<file path="src/rtl/hex_keypad_entry.sv">
// rtl/hex_keypad_entry.sv - 4x4 hex keypad scanner with debounce and two-digit byte assembly
module hex_keypad_entry #(
    parameter int SCAN_DIV        = 5000,
    parameter int DEBOUNCE_CYCLES = 250000
) (
    input  logic       clk,
    input  logic       rst_n,
    input  logic [3:0] col_in,
    output logic [3:0] row_out,
    input  logic       clear,
    input  logic       byte_ready,
    output logic [7:0] byte_out,
    output logic       byte_valid,
    output logic [3:0] key_code,
    output logic       key_pressed,
    output logic       key_dropped,
    output logic       digit_count
);

    localparam int DW = (SCAN_DIV > 1) ? $clog2(SCAN_DIV) : 1;
    localparam int CW = (DEBOUNCE_CYCLES > 1) ? $clog2(DEBOUNCE_CYCLES) : 1;
    localparam logic [DW-1:0] DWELL_LAST = DW'(SCAN_DIV - 1);
    localparam logic [CW-1:0] CNT_LAST   = CW'(DEBOUNCE_CYCLES - 1);

    typedef enum logic [1:0] {
        SCAN     = 2'd0,
        DEBOUNCE = 2'd1,
        RELEASE  = 2'd2
    } state_t;

    logic [3:0]    col_meta_q;
    logic [3:0]    cs_q;

    state_t        state_q, state_d;
    logic [1:0]    row_q, row_d;
    logic [DW-1:0] dwell_q, dwell_d;
    logic [CW-1:0] cnt_q, cnt_d;
    logic [3:0]    cap_pat_q, cap_pat_d;
    logic [1:0]    cap_col_q, cap_col_d;
    logic [1:0]    low_col;
    logic          accept;

    logic [3:0]    row_out_q, row_out_d;
    logic [3:0]    key_code_q, key_code_d;
    logic          key_pressed_q, key_pressed_d;
    logic          key_dropped_q, key_dropped_d;
    logic [3:0]    hi_nib_q, hi_nib_d;
    logic [7:0]    byte_out_q, byte_out_d;
    logic          byte_valid_q, byte_valid_d;
    logic          digit_count_q, digit_count_d;

    // Idle columns read high, so the synchronizer resets to "no key".
    always_ff @(posedge clk or negedge rst_n) begin
        if (!rst_n) begin
            col_meta_q <= 4'hF;
            cs_q       <= 4'hF;
        end else begin
            col_meta_q <= col_in;
            cs_q       <= col_meta_q;
        end
    end

    always_comb begin
        low_col = 2'd0;
        if (!cs_q[0])      low_col = 2'd0;
        else if (!cs_q[1]) low_col = 2'd1;
        else if (!cs_q[2]) low_col = 2'd2;
        else if (!cs_q[3]) low_col = 2'd3;
    end

    always_ff @(posedge clk or negedge rst_n) begin
        if (!rst_n) begin
            state_q   <= SCAN;
            row_q     <= 2'd0;
            dwell_q   <= '0;
            cnt_q     <= '0;
            cap_pat_q <= 4'hF;
            cap_col_q <= 2'd0;
        end else begin
            state_q   <= state_d;
            row_q     <= row_d;
            dwell_q   <= dwell_d;
            cnt_q     <= cnt_d;
            cap_pat_q <= cap_pat_d;
            cap_col_q <= cap_col_d;
        end
    end

    always_comb begin
        state_d   = state_q;
        row_d     = row_q;
        dwell_d   = dwell_q;
        cnt_d     = cnt_q;
        cap_pat_d = cap_pat_q;
        cap_col_d = cap_col_q;
        accept    = 1'b0;
        case (state_q)
            SCAN: begin
                // Sample only at the end of the dwell so the synchronizer has settled on this row.
                if (dwell_q == DWELL_LAST) begin
                    dwell_d = '0;
                    if (cs_q != 4'hF) begin
                        cap_pat_d = cs_q;
                        cap_col_d = low_col;
                        cnt_d     = '0;
                        state_d   = DEBOUNCE;
                    end else begin
                        row_d = row_q + 2'd1;
                    end
                end else begin
                    dwell_d = dwell_q + DW'(1);
                end
            end
            DEBOUNCE: begin
                if (cs_q != cap_pat_q) begin
                    state_d = SCAN;
                    dwell_d = '0;
                    cnt_d   = '0;
                end else if (cnt_q == CNT_LAST) begin
                    accept  = 1'b1;
                    state_d = RELEASE;
                    cnt_d   = '0;
                end else begin
                    cnt_d = cnt_q + CW'(1);
                end
            end
            RELEASE: begin
                if (cs_q != 4'hF) begin
                    cnt_d = '0;
                end else if (cnt_q == CNT_LAST) begin
                    state_d = SCAN;
                    row_d   = row_q + 2'd1;
                    dwell_d = '0;
                    cnt_d   = '0;
                end else begin
                    cnt_d = cnt_q + CW'(1);
                end
            end
            default: begin
                state_d = SCAN;
                row_d   = 2'd0;
                dwell_d = '0;
                cnt_d   = '0;
            end
        endcase
    end

    always_comb begin
        row_out_d     = ~(4'b0001 << row_d);
        key_code_d    = key_code_q;
        key_pressed_d = accept;
        key_dropped_d = 1'b0;
        hi_nib_d      = hi_nib_q;
        byte_out_d    = byte_out_q;
        byte_valid_d  = byte_valid_q;
        digit_count_d = digit_count_q;

        if (byte_valid_q && byte_ready) begin
            byte_valid_d = 1'b0;
        end

        // Acceptance looks at the pre-edge byte_valid, so a same-cycle ready still drops the key.
        if (accept) begin
            key_code_d = {row_q, cap_col_q};
            if (byte_valid_q) begin
                key_dropped_d = 1'b1;
            end else if (!clear) begin
                if (!digit_count_q) begin
                    hi_nib_d      = {row_q, cap_col_q};
                    digit_count_d = 1'b1;
                end else begin
                    byte_out_d    = {hi_nib_q, row_q, cap_col_q};
                    byte_valid_d  = 1'b1;
                    digit_count_d = 1'b0;
                end
            end
        end

        if (clear) begin
            digit_count_d = 1'b0;
        end
    end

    always_ff @(posedge clk or negedge rst_n) begin
        if (!rst_n) begin
            row_out_q     <= 4'b1110;
            key_code_q    <= 4'h0;
            key_pressed_q <= 1'b0;
            key_dropped_q <= 1'b0;
            hi_nib_q      <= 4'h0;
            byte_out_q    <= 8'h00;
            byte_valid_q  <= 1'b0;
            digit_count_q <= 1'b0;
        end else begin
            row_out_q     <= row_out_d;
            key_code_q    <= key_code_d;
            key_pressed_q <= key_pressed_d;
            key_dropped_q <= key_dropped_d;
            hi_nib_q      <= hi_nib_d;
            byte_out_q    <= byte_out_d;
            byte_valid_q  <= byte_valid_d;
            digit_count_q <= digit_count_d;
        end
    end

    assign row_out     = row_out_q;
    assign key_code    = key_code_q;
    assign key_pressed = key_pressed_q;
    assign key_dropped = key_dropped_q;
    assign byte_out    = byte_out_q;
    assign byte_valid  = byte_valid_q;
    assign digit_count = digit_count_q;

endmodule

</file>
<file path="config.mk">
export PLATFORM = sky130hd
export DESIGN_NAME = hex_keypad_entry
export DESIGN_NICKNAME = d
export VERILOG_FILES = /design/src/rtl/hex_keypad_entry.sv
export SDC_FILE = /design/constraint.sdc
export NUM_CORES = 1
export LEC_CHECK = 0
export ABC_AREA = 1
export CORE_MARGIN = 4
export CORE_UTILIZATION = 55
export DETAILED_ROUTE_END_ITERATION = 8
export GPL_TIMING_DRIVEN = 0
export PLACE_DENSITY = 0.79
export SLEW_MARGIN = 15
export SYNTH_ARGS = -nofsm -noshare
export SYNTH_HDL_FRONTEND = slang
export SYNTH_SLANG_ARGS = --single-unit
export TNS_END_PERCENT = 5
</file>
<file path="constraint.sdc">
create_clock -name clk -period 1.9 [get_ports clk]
set_input_delay 0.57 -clock clk [delete_from_list [all_inputs] [get_ports clk]]
set_output_delay 0.57 -clock clk [all_outputs]
set_load 0.005 [all_outputs]
</file>
==> results of run 1 <==
area by class of cell:
cell class                 instances  area (µm²)
tap                               96       120.1
inverter                          66       251.5
multi-input combinational        360        1861
fill                             545        2022
timing repair buffer              43       411.6
sequential                        73        1847
clock inverter                     5       83.83
buffer                            10       82.58
clock buffer                      11       152.6
cell usage in the layout (no fill, tap or decap), types with 2 or more instances in the layout:
| cell type | synthesis | routed |
|---|---|---|
| nor2_2 | 5 | 5 |
| a21oi_1 | 5 | 5 |
| nand3_4 | 2 | 4 |
| inv_2 | 4 | 7 |
| nor2_1 | 65 | 60 |
| bufinv_16 | 0 | 2 |
| nand2_1 | 154 | 148 |
| dfstp_2 | 15 | 15 |
| o21ai_1 | 8 | 8 |
| buf_2 | 6 | 3 |
| dfrtp_1 | 58 | 57 |
| nor2_4 | 2 | 7 |
| o22ai_1 | 3 | 3 |
| clkbuf_8 | 0 | 9 |
| nand2_2 | 0 | 6 |
| nand4_1 | 11 | 11 |
| buf_4 | 2 | 17 |
| clkdlybuf4s50_1 | 0 | 23 |
| xnor2_1 | 2 | 2 |
| nand3_2 | 3 | 2 |
| o21ai_0 | 25 | 24 |
| o21a_1 | 3 | 3 |
| nor3_1 | 8 | 7 |
| ha_2 | 0 | 2 |
| dlygate4sd2_1 | 0 | 3 |
| nor3_4 | 1 | 2 |
| inv_1 | 62 | 58 |
| ha_1 | 6 | 3 |
| buf_6 | 2 | 6 |
| o21ai_2 | 9 | 9 |
| xor2_1 | 7 | 7 |
| nand3_1 | 34 | 33 |
| or2_0 | 2 | 2 |
worst max-delay path by stage:
stage / from / end / slack (ps) / depth (start not counted)
CTS: dwell_q[0]$_DFFE_PN0P_ / cnt_q[10]$_DFFE_PN0P_ / -40 / 9
finish: state_q[1]$_DFFE_PN0P_ / row_out[0]$_DFF_PN0_ / 30 / 10
global route: dwell_q[0]$_DFFE_PN0P_ / cnt_q[13]$_DFFE_PN0P_ / -80 / 10
floorplan: state_q[1]$_DFFE_PN0P_ / byte_out[7]$_DFFE_PN0P_ / 200 / 10
global placement: rst_n / byte_out[7]$_DFFE_PN0P_ / -2170 / 1
detailed placement: state_q[1]$_DFFE_PN0P_ / byte_out[7]$_DFFE_PN0P_ / -150 / 10
kinds of logic (layout without fill, tap and decap cells):
logic type                 count (synthesis)  in the layout
buffers and inverters                     76            135
adders and majority gates                  6              6
xor gates and xnor gates                   9              9
DFF                                       73             73
and+or+nand+nor                          289            289
AOI/OAI and AO/OA                         56             56
what timing repair did:
item / CTS / global route
pin swaps: 2 / 8
gates resized for setup: 12 / 33
buffers inserted: 4 / 11
endpoints found under the setup margin: 46 / 59
metal layers:
layer / up-vias / global-route usage / part of all wire
met3: 14 / 0.05037 / 0.047
li1: 1707 / - / -
met1: 1674 / 0.2732 / 0.44
met4: 0 / 0.06559 / 0.016
met2: 93 / 0.3480 / 0.49
met5: - / 0 / 0
stage by stage:
stage,area [µm²],utilization
after global placement,4299,0.6293
after detailed placement,4324,0.6330
after CTS,4622,0.6766
after floorplan,3909,-
after global routing,4810,0.7040
final,4810,0.7040
worst max-delay path, stage by stage, from the launching register on:
cell	delay (ps)
dfrtp_1	450
inv_2	110
ha_2	260
buf_6	180
clkinvlp_4	130
buf_4	170
o21bai_1	150
nor2_1	70
nand3_1	110
nand3_1	100
nand2_1	90
power groups by stage:
stage	Combinational, mW	Clock (mW)	Sequential, mW
after floorplan	0.0130	0	1.60
after global placement	0.0594	0	1.61
after detailed placement	0.0674	0	1.61
after CTS	0.0678	1.46	1.58
after global routing	0.0808	1.53	1.58
final	0.0720	1.44	1.58
sequential cells by signal, indices dropped and copies added (netlist names), 2 cells and up:
register    count
state_q         2
col_meta_q      4
dwell_q        13
row_q           2
cs_q            4
hi_nib_q        4
cap_pat_q       4
key_code        4
byte_out        8
row_out         4
cap_col_q       2
cnt_q          18
==> impl_metrics.csv, run 1 <==
group,metric,value,unit
critical_path,cp_max_fo,10,
finish,syn_to_final_growth,23.05,%
flow_run,max-cap-violations,0,
floorplanning,fp-row-count,30,
synthesis,synth_warnings,0,
synthesis,synthMuxAreaShare,0,
drt,drtAntennaViolNets,0,
global_routing,grt_pass1_wl,14520,µm
clock_tree,cts_buffers,9,
synthesis,synth_common_cells,"154 x nand2_1, 65 x nor2_1, 62 x inv_1",
pwr,vdd_drop_max,0.0005664,V
synthesis,ys_ff_latch,73,
sta,whs,123.0,ps
global_routing,grt_pass1_vias,3257,
drt,drcViolationCount,0,
critical_path,cp-end-kind,"flip-flop",
drt,vias,3488,
sta,finalHoldViolCount,0,
clock_tree,cts.sinks,73,
floorplanning,die-height,92.30,µm
floorplanning,ios,28,
floorplanning,core_area,0.006832,mm²
drt,post_drt_via_cell_ratio,5.253,
critical_path,r2r-start,"state_q[1]$_DFFE_PN0P_",
clock_tree,clockBufferDepth,2,
synthesis,synthDominantCellAreaShare,0.3713,
placed_design,placed_cells,633,
critical_path,critPathLaunchType,"flip-flop",
placed_design,preCtsSetupSlack,-150.7,ps
pwr,power_density,641.4,mW/mm²
clock_tree,cts_tree,"done",
synthesis,synthFlopType,"dfrtp_1",
synthesis,synth_area,0.003909,mm²
global_routing,overflow,0,
sta,slew_violations,0,
synthesis,ys_types,32,
synthesis,synth_edf_count,0,
synthesis,synth-compound-area-share,0.08515,
global_routing,grt_usage,0.2103,
floorplanning,initial_utilization,0.5722,
critical_path,required,2200,ps
synthesis,yosys-top-cells-area,"dfrtp_1 37%, nand2_1 15%, dfstp_2 10%",
critical_path,crit_arrival,2170,ps
sta,tns,0,ps
sta,rsz0062_at_grt,"true",
sta,worst_slew_pin_slew,420.7,ps
critical_path,r2r_cells,10,
clock_tree,clock_latency,350,ps
clock_tree,clkTransAtPathRegs,80,ps
synthesis,postSynthCellCount,509,
run_status,outcome,"completed",
critical_path,r2r_slack,30,ps
clock_tree,cts_root_buf,"clkbuf_8",
sta,worst_slack,27.83,ps
floorplanning,fp.dieArea,0.008519,mm²
worst_hold_path,min_path_type,"primary input to async pin",
pwr,pwr-share-clk,0.466,
drt,totalWireLength,8924,µm
synthesis,synth-simple-area-share,0.3227,
finish,n_antenna_cell,0,
critical_path,reg2reg_to,"row_out[0]$_DFF_PN0_",
sta,layout_min_cycle_time,1872,ps
sta,skew,9.309,ps
finish,fin_cells,664,
global_routing,grt_antenna_before_repair,0,
placed_design,numPortBuffers,27,
drt,dr.pass1.iters,5,
floorplanning,fp.dieW,92.30,µm
clock_tree,htreeDepth,3,
synthesis,synthArstFlopShare,1.000,
global_routing,grt_start_max_net_pins,50,
pwr,internal_power,2.423,mW
placed_design,hpwl,6035,µm
synthesis,synth_top_area_cell,"dfrtp_1",
synthesis,synth_top_family_by_area,"simple AND/OR/NAND/NOR gates",
placed_design,place_congestion,0.9183,
pwr,p_seq_frac,0.511,
clock_tree,postCtsHoldBufs,0,
sta,setup_viol,0,
critical_path,crit_type,"flip-flop to flip-flop",
pwr,switchingPower,0.6622,mW
sta,post-route-period-util,0.9854,
drt,drtIter0Drc,262,
sta,slew-limit-headroom,0.7174,
synthesis,synth-seq-area-share,0.4722,
synthesis,yosysMostFrequentCell,"nand2_1",
drt,wl_per_cell,13.44,µm
synthesis,synth_xor_area_frac,0.02017,
finish,final_nets,577,
pwr,finalPower,3.085,mW
sta,fmax,0.5341,GHz
synthesis,synthAdderAreaFrac,0.01921,
finish,drive_above_1_share,0.1866,
pwr,comb_power_share,0.023,
pwr,power_leakage,2.186,nW
synthesis,synth_nets,523,
synthesis,avgSynthCellArea,7.679,µm²
pwr,p_sw_frac,0.2147,
(Power assumes the default switching activity.)
==> run 2, diff against run 1 <==
--- a/config.mk
+++ b/config.mk
@@ -6,7 +6,6 @@
 export NUM_CORES = 1
 export LEC_CHECK = 0
 export ABC_AREA = 1
-export CORE_MARGIN = 4
 export CORE_UTILIZATION = 55
 export DETAILED_ROUTE_END_ITERATION = 8
 export GPL_TIMING_DRIVEN = 0
==> impl_metrics.csv, run 2 (synthesis results as in run 1) <==
group,metric,value,unit
sta,post-route-period-util,0.9773,
critical_path,cpPeakStageDelay,440,ps
critical_path,cp_max_fo,5,
worst_hold_path,min_path_type,"primary input to async pin",
floorplanning,core_area,0.006832,mm²
flow_run,max-cap-violations,0,
pwr,vdd_drop_max,0.0004874,V
finish,mostFrequentLayoutCells,"150 x nand2_1, 60 x inv_1, 60 x nor2_1",
drt,vias,3536,
sta,skew,5.196,ps
sta,slew_violations,0,
sta,finalHoldViolCount,0,
clock_tree,htreeDepth,3,
finish,final_nets,574,
critical_path,required,2140,ps
drt,post_drt_via_cell_ratio,5.349,
global_routing,grt_usage,0.2351,
placed_design,preCtsSetupSlack,-108.0,ps
placed_design,hpwl,5788,µm
global_routing,grt_start_max_net_pins,55,
finish,post-route-util,0.6945,
sta,setup_viol,0,
critical_path,crit_arrival,2100,ps
drt,totalWireLength,8859,µm
finish,n_antenna_cell,0,
finish,largest_reg_flops,18,
floorplanning,fp.dieArea,0.007448,mm²
pwr,p_seq_frac,0.561,
sta,worst_slew_pin_slew,441.8,ps
finish,n_fill_cell,551,
clock_tree,clkTransAtPathRegs,80,ps
global_routing,grt_pass1_vias,3096,
critical_path,cp-end-kind,"flip-flop",
finish,final_common_cell,"nand2_1",
finish,syn_to_final_growth,21.38,%
pwr,power_density,592.5,mW/mm²
sta,rsz0062_at_grt,"true",
run_status,outcome,"completed",
pwr,internal_power,2.152,mW
sta,layout_min_cycle_time,1857,ps
global_routing,overflow,0,
pwr,pwr-share-clk,0.415,
clock_tree,cts_tree,"done",
placed_design,numPortBuffers,27,
sta,slew-limit-headroom,0.7032,
critical_path,critPathLaunchType,"flip-flop",
pwr,comb_power_share,0.025,
sta,fmax,0.5386,GHz
floorplanning,initial_utilization,0.5722,
drt,drtIter0Drc,261,
floorplanning,ios,28,
drt,wl_per_cell,13.40,µm
drt,dr.pass1.iters,5,
finish,drive_above_1_share,0.1752,
clock_tree,cts_buffers,9,
sta,worst_slack,43.16,ps
placed_design,place_congestion,0.8972,
pwr,p_sw_frac,0.2346,
global_routing,grt_pass1_wl,13660,µm
floorplanning,fp.dieW,86.30,µm
floorplanning,fp-row-count,30,
global_routing,grt_antenna_before_repair,0,
finish,regMostFlops,"cnt_q",
drt,drtAntennaViolNets,0,
pwr,switchingPower,0.6594,mW
floorplanning,die-height,86.30,µm
drt,drcViolationCount,0,
critical_path,crit_chain,"inv_2 -> ha_4 -> nand2_1 -> nor2_2 -> nand3_4 -> nor3_4 -> buf_4 -> nand3_4 -> buf_4 -> nand2_1 -> o21ai_2",
critical_path,crit_type,"flip-flop to flip-flop",
clock_tree,clockBufferDepth,2,
clock_tree,cts_root_buf,"clkbuf_8",
clock_tree,postCtsHoldBufs,0,
pwr,power_leakage,2.144,nW
clock_tree,clock_latency,350,ps
clock_tree,cts.sinks,73,
critical_path,cp_slowest_cell,"dfrtp_1",
run 2: cell types whose count changed in the layout (fill, tap and decap cells not counted), moves of 2 or more:
cell,change
bufinv_16,-2
inv_2,-2
nand2_1,+2
nand2_2,-2
clkinvlp_4,+2
inv_1,+2
buf_4,-2
run 2: timing repair:
| item | CTS | global route |
|---|---|---|
| setup buffers | 4 | 9 |
| gates resized for setup | 12 | 30 |
| endpoints found under the setup margin | 46 | 55 |
| pin swaps | 2 | 12 |
| cloned | 0 | 0 |
run 2: path summary, 6_finish.rpt:
check	from	to	slack (ps)	cells past startpoint
max reg2reg	state_q[1]$_DFFE_PN0P_	byte_out[0]$_DFFE_PN0P_	40	11
min reg2reg	col_meta_q[0]$_DFF_PN1_	cs_q[0]$_DFF_PN1_	360	0
max	state_q[1]$_DFFE_PN0P_	byte_out[0]$_DFFE_PN0P_	40	11
min in group clk	col_meta_q[0]$_DFF_PN1_	cs_q[0]$_DFF_PN1_	360	0
max in group asynchronous	rst_n	cap_pat_q[3]$_DFFE_PN1P_	1210	2
min	rst_n	byte_out[7]$_DFFE_PN0P_	90	1
run 2: per-stage QoR:
step	cells	cell area [µm²]	power [mW]	TNS [ps]	hold slack, ps
6_report	661	4745	2.811	0	87.97
5_1_grt	661	4745	2.898	-279.6	93.84
4_1_cts	653	4579	2.820	-5.880	91.69
3_5_place_dp	633	4324	1.673	-1470	346.8
3_3_place_gp	632	4299	1.664	-145940	345.6
2_1_floorplan	509	3909	1.617	0	274.4
run 2: worst max-delay path, delay by kind of cell (launching register included):
kind            cells  cell delay, ps
flops               1             440
buf+inv             3             430
fa+ha+maj           1             170
simple gates        6             640
compound gates      1              60
run 2: power by group through the flow:
stage | Sequential [mW] | Combinational, mW | Clock, mW
2_1_floorplan | 1.60 | 0.0130 | 0
3_3_place_gp | 1.61 | 0.0593 | 0
3_5_place_dp | 1.61 | 0.0672 | 0
4_1_cts | 1.58 | 0.0676 | 1.18
5_1_grt | 1.58 | 0.0786 | 1.24
6_report | 1.58 | 0.0690 | 1.17
run 2: layout make-up:
type / count / area (µm²) / area share
buffer: 9 / 85.08 / 0.01793
clock buffer: 11 / 152.6 / 0.03217
clock inverter: 5 / 38.79 / 0.008175
inverter: 66 / 251.5 / 0.05301
multi-input combinational: 360 / 1861 / 0.3921
sequential: 73 / 1847 / 0.3892
tap: 96 / 120.1 / 0.02532
timing repair buffer: 41 / 389.1 / 0.08201
run 2: per-layer routing:
metal,track usage,share of wire,vias to the layer above
li1,-,-,1712
met1,0.2965,0.42,1679
met2,0.3896,0.51,125
met3,0.06381,0.055,20
met4,0.08485,0.016,0
met5,0,0,-
